## src/rtl/seven_segment_scan_if.sv

```systemverilog
// Bus between the game datapath and the seven-segment scanner:
// shadow-load strobe, live display masks and the shared pin outputs.
interface seven_segment_scan_if #(
    parameter int DIGITS = 4
);
    logic                  load;
    logic [4*DIGITS-1:0]   value;
    logic [DIGITS-1:0]     dp;
    logic [DIGITS-1:0]     blank_mask;
    logic [DIGITS-1:0]     blink_mask;
    logic                  lz_en;
    logic [6:0]            seg;
    logic                  dp_n;
    logic [DIGITS-1:0]     an;

    modport master (
        output load, value, dp, blank_mask, blink_mask, lz_en,
        input  seg, dp_n, an
    );

    modport slave (
        input  load, value, dp, blank_mask, blink_mask, lz_en,
        output seg, dp_n, an
    );
endinterface

```

## src/rtl/seven_segment_scan.sv

```systemverilog
// Time-multiplexed common-anode hex display driver with blink,
// blanking, leading-zero suppression and a guard cycle per slot.
module seven_segment_scan #(
    parameter int DIGITS       = 4,
    parameter int SCAN_DIV     = 50000,
    parameter int BLINK_FRAMES = 64
) (
    input logic                 clk,
    input logic                 rst,
    seven_segment_scan_if.slave bus
);
    localparam int CW = (SCAN_DIV > 1) ? $clog2(SCAN_DIV) : 1;
    localparam int IW = (DIGITS > 1) ? $clog2(DIGITS) : 1;
    localparam int FW = (BLINK_FRAMES > 1) ? $clog2(BLINK_FRAMES) : 1;
    localparam logic [CW-1:0] CNT_MAX = CW'(SCAN_DIV - 1);
    localparam logic [IW-1:0] IDX_MAX = IW'(DIGITS - 1);
    localparam logic [FW-1:0] FRM_MAX = FW'(BLINK_FRAMES - 1);

    logic [CW-1:0]        cnt;
    logic [IW-1:0]        idx;
    logic [FW-1:0]        fcnt;
    logic                 phase_on;
    logic [4*DIGITS-1:0]  sh_value;
    logic [DIGITS-1:0]    sh_dp;
    logic                 slot_end;
    logic                 frame_end;
    logic [DIGITS-1:0]    lz_sup;
    logic                 zero_run;
    logic [DIGITS-1:0]    an_lit;
    logic [3:0]           nib;
    logic                 dark;
    logic [6:0]           seg_q;
    logic                 dp_n_q;
    logic [DIGITS-1:0]    an_q;

    function automatic logic [6:0] font(input logic [3:0] n);
        logic [6:0] f;
        unique case (n)
            4'h0: f = 7'b0000001;
            4'h1: f = 7'b1001111;
            4'h2: f = 7'b0010010;
            4'h3: f = 7'b0000110;
            4'h4: f = 7'b1001100;
            4'h5: f = 7'b0100100;
            4'h6: f = 7'b0100000;
            4'h7: f = 7'b0001111;
            4'h8: f = 7'b0000000;
            4'h9: f = 7'b0000100;
            4'hA: f = 7'b0001000;
            4'hB: f = 7'b1100000;
            4'hC: f = 7'b0110001;
            4'hD: f = 7'b1000010;
            4'hE: f = 7'b0110000;
            4'hF: f = 7'b0111000;
        endcase
        return f;
    endfunction

    assign slot_end  = (cnt == CNT_MAX);
    assign frame_end = slot_end && (idx == IDX_MAX);

    always_ff @(posedge clk) begin
        if (rst) begin
            cnt      <= '0;
            idx      <= '0;
            fcnt     <= '0;
            phase_on <= 1'b1;
            sh_value <= '0;
            sh_dp    <= '0;
        end else begin
            cnt <= slot_end ? '0 : cnt + 1'b1;
            if (slot_end)
                idx <= (idx == IDX_MAX) ? '0 : idx + 1'b1;
            if (frame_end) begin
                if (fcnt == FRM_MAX) begin
                    fcnt     <= '0;
                    phase_on <= ~phase_on;
                end else begin
                    fcnt <= fcnt + 1'b1;
                end
            end
            if (bus.load) begin
                sh_value <= bus.value;
                sh_dp    <= bus.dp;
            end
        end
    end

    // A digit is suppressible when it and every more significant
    // nibble are zero; digit 0 always stays visible.
    always_comb begin
        zero_run = 1'b1;
        lz_sup   = '0;
        for (int k = DIGITS - 1; k >= 0; k--) begin
            zero_run  = zero_run & (sh_value[4*k +: 4] == 4'h0);
            lz_sup[k] = zero_run && (k != 0);
        end
    end

    always_comb begin
        an_lit      = '1;
        an_lit[idx] = 1'b0;
    end

    assign nib  = sh_value[{idx, 2'b00} +: 4];
    assign dark = (cnt == '0)
               || bus.blank_mask[idx]
               || (bus.blink_mask[idx] && !phase_on)
               || (bus.lz_en && lz_sup[idx]);

    always_ff @(posedge clk) begin
        if (rst || dark) begin
            seg_q  <= '1;
            an_q   <= '1;
            dp_n_q <= 1'b1;
        end else begin
            seg_q  <= font(nib);
            an_q   <= an_lit;
            dp_n_q <= ~sh_dp[idx];
        end
    end

    assign bus.seg  = seg_q;
    assign bus.an   = an_q;
    assign bus.dp_n = dp_n_q;
endmodule

```

## src/flat_wrapper.sv

```systemverilog
// flat-port wrapper written by rule: the top's interface ports become plain ports
module seven_segment_scan_flat 
#(
    parameter int DIGITS       = 4,
    parameter int SCAN_DIV     = 50000,
    parameter int BLINK_FRAMES = 64
)
  (clk, rst, bus_load, bus_value, bus_dp, bus_blank_mask, bus_blink_mask, bus_lz_en, bus_seg, bus_dp_n, bus_an);
  seven_segment_scan_if #(.DIGITS(DIGITS)) bus_i ();
  input logic clk;
  input logic rst;
  input wire logic [$bits(bus_i.load)-1:0] bus_load;
  input wire logic [$bits(bus_i.value)-1:0] bus_value;
  input wire logic [$bits(bus_i.dp)-1:0] bus_dp;
  input wire logic [$bits(bus_i.blank_mask)-1:0] bus_blank_mask;
  input wire logic [$bits(bus_i.blink_mask)-1:0] bus_blink_mask;
  input wire logic [$bits(bus_i.lz_en)-1:0] bus_lz_en;
  output wire logic [$bits(bus_i.seg)-1:0] bus_seg;
  output wire logic [$bits(bus_i.dp_n)-1:0] bus_dp_n;
  output wire logic [$bits(bus_i.an)-1:0] bus_an;
  assign bus_i.load = bus_load;
  assign bus_i.value = bus_value;
  assign bus_i.dp = bus_dp;
  assign bus_i.blank_mask = bus_blank_mask;
  assign bus_i.blink_mask = bus_blink_mask;
  assign bus_i.lz_en = bus_lz_en;
  assign bus_seg = bus_i.seg;
  assign bus_dp_n = bus_i.dp_n;
  assign bus_an = bus_i.an;
  seven_segment_scan #(.DIGITS(DIGITS), .SCAN_DIV(SCAN_DIV), .BLINK_FRAMES(BLINK_FRAMES)) u_core (.clk(clk), .rst(rst), .bus(bus_i));
endmodule
```

## config.mk

```make
export PLATFORM = sky130hd
export DESIGN_NAME = seven_segment_scan_flat
export DESIGN_NICKNAME = d
export VERILOG_FILES = /design/src/rtl/seven_segment_scan_if.sv /design/src/rtl/seven_segment_scan.sv /design/src/flat_wrapper.sv
export SDC_FILE = /design/constraint.sdc
export NUM_CORES = 1
export LEC_CHECK = 0
export ABC_AREA = 1
export BUFFER_PORTS_ARGS = -buffer_cell sky130_fd_sc_hd__buf_4
export CELL_PAD_IN_SITES_DETAIL_PLACEMENT = 0
export CELL_PAD_IN_SITES_GLOBAL_PLACEMENT = 2
export CORE_AREA = 5 5 104 106
export CTS_CLUSTER_DIAMETER = 40
export CTS_CLUSTER_SIZE = 30
export DETAILED_ROUTE_END_ITERATION = 12
export DIE_AREA = 0 0 109 111
export MAX_ROUTING_LAYER = met4
export PLACE_DENSITY = 0.84
export SLEW_MARGIN = 15
export SYNTH_ARGS = -nofsm -noshare
export SYNTH_HDL_FRONTEND = slang
export SYNTH_SLANG_ARGS = --single-unit
export TNS_END_PERCENT = 20
```

## constraint.sdc

```tcl
create_clock -name clk -period 2.5 [get_ports clk]
set_clock_uncertainty 0.1 [all_clocks]
set_input_delay 0.25 -clock clk [delete_from_list [all_inputs] [get_ports clk]]
set_output_delay 0.25 -clock clk [all_outputs]
set_load 0.02 [all_outputs]
```

* Yosys cells after proc, flatten, opt, wreduce, memory -nomap -nowiden
Memories as Yosys holds them, arrays and structs flattened. A register that Yosys moved wholly into a read port is not among the register bits. Index checks and enable logic that the tools add are counted.
Word-level totals: bits in read-only memories 112, bits in registers 50, output and inout port bits 12, memories kept 1, input bits 32
Operators by class: eq/ne operators 3, reduce and logical (&&, ||, !) cells 15, shifts and indexed selects 1, multiplexer cells 12, magnitude comparators 2, bitwise logic cells 5, add/subtract/negate cells 3
Memory list:
- (no name shown) | words 16, bits a word 7, rd ports 1, clocked after Yosys merged registers in 1, write ports 0, line seven_segment_scan.sv:38 | unique case (n)
Operators by type and width (count):
- $add 16x1->16 const B | 1
- $eq 16x16->1 const B | 1
- $logic_not 16->1 | 1
- $shiftx 16x5->4 | 1
- $logic_not 4->1 | 3
- $bmux 1 s2 | 4
- $add 6x1->6 const B | 1
- $eq 6x6->1 const B | 1
- $mux 6 | 1
- $mux 1 | 5
- $logic_and 1x1->1 | 4
- $logic_or 1x1->1 | 4
- $not 4->4 | 1
- $lt 2x3->1 const B | 1
- $add 2x1->2 const B | 1
- $and 1x1->1 | 2
- $demux 1 s2 | 1
- $eq 2x2->1 const B | 1
- $ge 2x1->1 const B | 1
- $mux 2 | 1
- $not 1->1 | 2
- $reduce_and 2->1 | 1
- $reduce_or 2->1 | 1
- $logic_not 1->1 | 1

* Depth between registers and ports, before layout
depth after elaboration 8, mapped depth 14

* Worst setup path after synthesis
No wires, ideal clock.
path type reg2reg, from reg u_core.idx[0], to reg u_core.seg_q[3], in the netlist u_core.bus.seg[3], required time 2283 ps, cell stages (with the launch flop) 15, arrival time 1545 ps, slack 738 ps, cell sequence dfxtp_1 buf_6 inv_2 buf_6 nand2_1 nand3_1 nand2_1 ha_1 inv_1 nand3_1 nand2_1 nand2_1 nand2_1 inv_1 nand2_1
Between the ends: cells in the longest elaborated chain, start to end 6, elaborated cells on any way between the ends 13, classes of those cells 1 x shift; 6 x mux; 6 x reduce/logical
Ends and longest elaborated chain:
- start: declaration | line seven_segment_scan.sv:20 | logic [IW-1:0] idx;
- start signal: assignment | line seven_segment_scan.sv:73 | idx <= (idx == IDX_MAX) ? '0 : idx + 1'b1;
- $bmux 1 s2 (on tied branches) | line seven_segment_scan.sv:107, seven_segment_scan.sv:108
- $mux 1 (on tied branches) | line seven_segment_scan.sv:107, seven_segment_scan.sv:108
- $logic_or 1x1->1 / $logic_and 1x1->1 (equally long branches) | line seven_segment_scan.sv:107, seven_segment_scan.sv:108
- $logic_or 1x1->1 | line seven_segment_scan.sv:108 | || (bus.blink_mask[idx] && !phase_on)
- $logic_or 1x1->1 | line seven_segment_scan.sv:109 | || (bus.lz_en && lz_sup[idx]);
- $logic_or 1x1->1 | line seven_segment_scan.sv:112 | if (rst || dark) begin
- end: declaration | line seven_segment_scan.sv:32 | logic [6:0] seg_q;
Several ways; a longest one is shown, not always the timed one. The select of a mux whose other input is x is not followed. A chain may end at the register's enable or synchronous reset.

* Worst setup path after layout
Ends and elaborated chain as after synthesis.

==> summary.md <==
| Metric | Value |
|---|---|
| Status | finished, final reports clean |
| Core area | 9684 sq um |
| Clock Tree Buf Depth | 2 |
| TritonCTS Sinks | 57 |
| Synth Cell Area | 2932 sq um |
| Endpoints failing setup | 0 |
| Chip height | 111 microns |
| Setup_tns | 0 ns |
| Share of layout cells above drive strength 1 | 13.81% |
| Rows | 36 |
| Vias | 2701 |
| Worst Setup Start Kind | flip-flop |
| Yosys reg bits | 57 |
| GRT Residual Overflow | 0 |
| DP Cell Count | 602 |
| Largest fanout on the critical path | 19 |
| # resized after CTS | 0 |
| Worst-skew pair later-pin latency | 0.33 ns |
| Count leader, synth | nand2_1 |
| HP Class | primary input to flip-flop |
| Root buffer cell | clkbuf_8 |
| CP endpoint kind | flip-flop |
| Final cell count without fillers | 618 |
| Post-synthesis sequential area ratio | 38.92% |
| Post-synth top cells | nand2_1, nor2_1, dfxtp_1 |
| DR iter-0 viols | 105 |
| Distinct cells, synth | 26 |
| Unrepaired setup endpoints after global routing | no |
| Final period util | 83.59% |
| Number of fill cells in the layout | 1076 |
| Post-synth ARST share | 0% |
| Final HPWL from detailed placement | 5.374 mm |
| Max-slew violation count | 0 |
| Antenna-violating nets left | 0 |
| Max Clk Rate | 478.6 MHz |
| Final core occ | 36.14% |
| DR pass1 iterations | 4 |
| Total wire length | 7.141 mm |
| Ports | 44 |
| Tot GR Track Use | 12.53% |
| Main synth FF type | dfxtp_1 |
| WL per Instance | 11.56 microns |
| Max-cap violations | 0 |
| Net count, final | 525 |
| Synthesized area per cell | 6.693 sq um |
| Synth Warn # | 0 |
| PwrDens | 540.5 nW/um^2 |
| EDFF count, synth | 0 |
| CTS tree | yes |
| CTS Hold Bufs | 0 |
| Slew @ Worst Pin | 0.6876 ns |
| Vias in the first global route | 2476 |
| N_diodes | 0 |
| Met2 Wirelength | 2.875 mm |
| Final hold vios | 0 |
| # Post-CTS Setup Buffers | 0 |
| Initial antenna violation count | 0 |
| Cell taking the most area after synthesis | dfxtp_1 |
| Initial core utilization | 30.27% |
| First-pass GRT wire length | 11.92 mm |
| Critical Path RT | 2.60 ns |
| Area Overhead vs Synth | 19.38% |
| Die area | 12100 sq um |
| PortBufs | 43 |
| Die W | 109 microns |
| Largest net degree at the start of global routing | 25 |
| H-tree depth | 3 |
| Register clock-pin slew on the reported worst setup and hold paths | 0.07 ns |
| Metal-1 WL | 3.924 mm |
| Metal3 WL | 295 microns |
| DRC | 0 |
| Maximum vdd drop | 0.2174 mV |
| Share of Yosys cell area claimed by the top area cell type | 38.92% |
| RD Place Congestion | 0.7987 |
| Crit Path Class | flip-flop to flip-flop |
| Num CTS Buffers | 9 |
| Leakage | 1.500 nW |
| Post-Syn Instances | 438 |
| WP data arrival | 2.19 ns |
| Max_slew headroom | 54.11% |
| Top cells by area, synth | dfxtp_1, nand2_1, nor2_1, nand3_1, ha_1 |
| Synthesized net count | 483 |
| Top sig layer | met4 |
| Tmin final | 2.090 ns |
| Avg Vias per Cell | 4.371 |
## critical path, cell delays in order, from the launching register on
cell	delay [ns]
dfxtp_1	0.56
inv_2	0.23
nand2_1	0.11
nand3_1	0.08
nand2_1	0.20
inv_1	0.11
ha_1	0.20
nand3_1	0.13
nand2_1	0.07
nand2_1	0.05
nand2_1	0.05
inv_1	0.04
nand2_1	0.04
## registers in the layout, indices dropped and copies added (netlist names)
name             count
u_core.bus.seg       7
u_core.fcnt          6
u_core.idx           2
u_core.phase_on      1
u_core.bus.dp_n      1
u_core.cnt          16
u_core.sh_value     16
u_core.bus.an        4
u_core.sh_dp         4
## power by group
group          leakage [nW]  switching [W]  internal (W)
clock network        0.0818       0.000371      0.000352
logic                 0.951       0.000116     0.0000895
registers             0.466      0.0000207      0.000943
## cell type report
| class | instances | area, sq um | share of cell area (%) |
|---|---|---|---|
| clock buffers | 10 | 127.6 | 3.647 |
| clock inverters | 6 | 35.03 | 1.001 |
| inverters | 36 | 135.1 | 3.861 |
| multi-input cells | 331 | 1556 | 44.48 |
| flip-flops and latches | 57 | 1141 | 32.61 |
| well taps | 133 | 166.4 | 4.755 |
| repair buffers | 45 | 337.8 | 9.653 |
## final timing paths
kind | from | end | slack (ns) | cells after the start
worst max-delay path | u_core.idx[0] | u_core.bus.seg[3] | 0.41 | 12
worst max register to register | u_core.idx[0] | u_core.bus.seg[3] | 0.41 | 12
worst min register to register | u_core.sh_dp[1] | u_core.sh_dp[1] | 0.36 | 2
worst min-delay path | bus_value[11] | u_core.sh_value[11] | 0.04 | 3
## layer usage
metal  vias up  global-route usage [%]
met4         0                   4.040
met5         -                       -
li1       1478                       -
met2        47                   15.97
met3         4                   3.436
met1      1172                   18.71
## cell usage in the layout (no fill, tap or decap), drive strengths merged
cell type,count
a21oi,27
and3,1
buf,45
clkbuf,10
clkinv,4
clkinvlp,2
dfxtp,57
ha,13
inv,36
nand2,129
nand3,35
nand3b,2
nand4,4
nor2,77
nor3,5
nor3b,1
o21ai,31
o21bai,1
xnor2,1
xor2,4
## metrics by stage
| step | setup WS, ns | hold WS (ns) | instance area (sq um) | total power [W] |
|---|---|---|---|---|
| after global routing | 0.1784 | 0.01669 | 3500 | 0.002002 |
| final | 0.4104 | 0.03919 | 3500 | 0.001892 |
| after CTS | 0.4102 | 0.02187 | 3500 | 0.001933 |
| after global placement | 0.4899 | 0.3412 | 3337 | 0.001194 |
| after floorplan | 0.7382 | 0.2849 | 2932 | 0.001108 |
| after detailed placement | 0.4214 | 0.3448 | 3337 | 0.001193 |
## cell families (layout without fill, tap and decap cells)
| family | Yosys count | in the layout | share of synthesized area [%] |
|---|---|---|---|
| fa+ha+maj | 13 | 13 | 5.549 |
| xor+xnor | 5 | 5 | 1.494 |
| simple gates | 254 | 254 | 35.89 |
| compound gates | 59 | 59 | 10.16 |
| buf+inv | 50 | 97 | 7.981 |
| flops | 57 | 57 | 38.92 |
(Power assumes the default switching activity.)
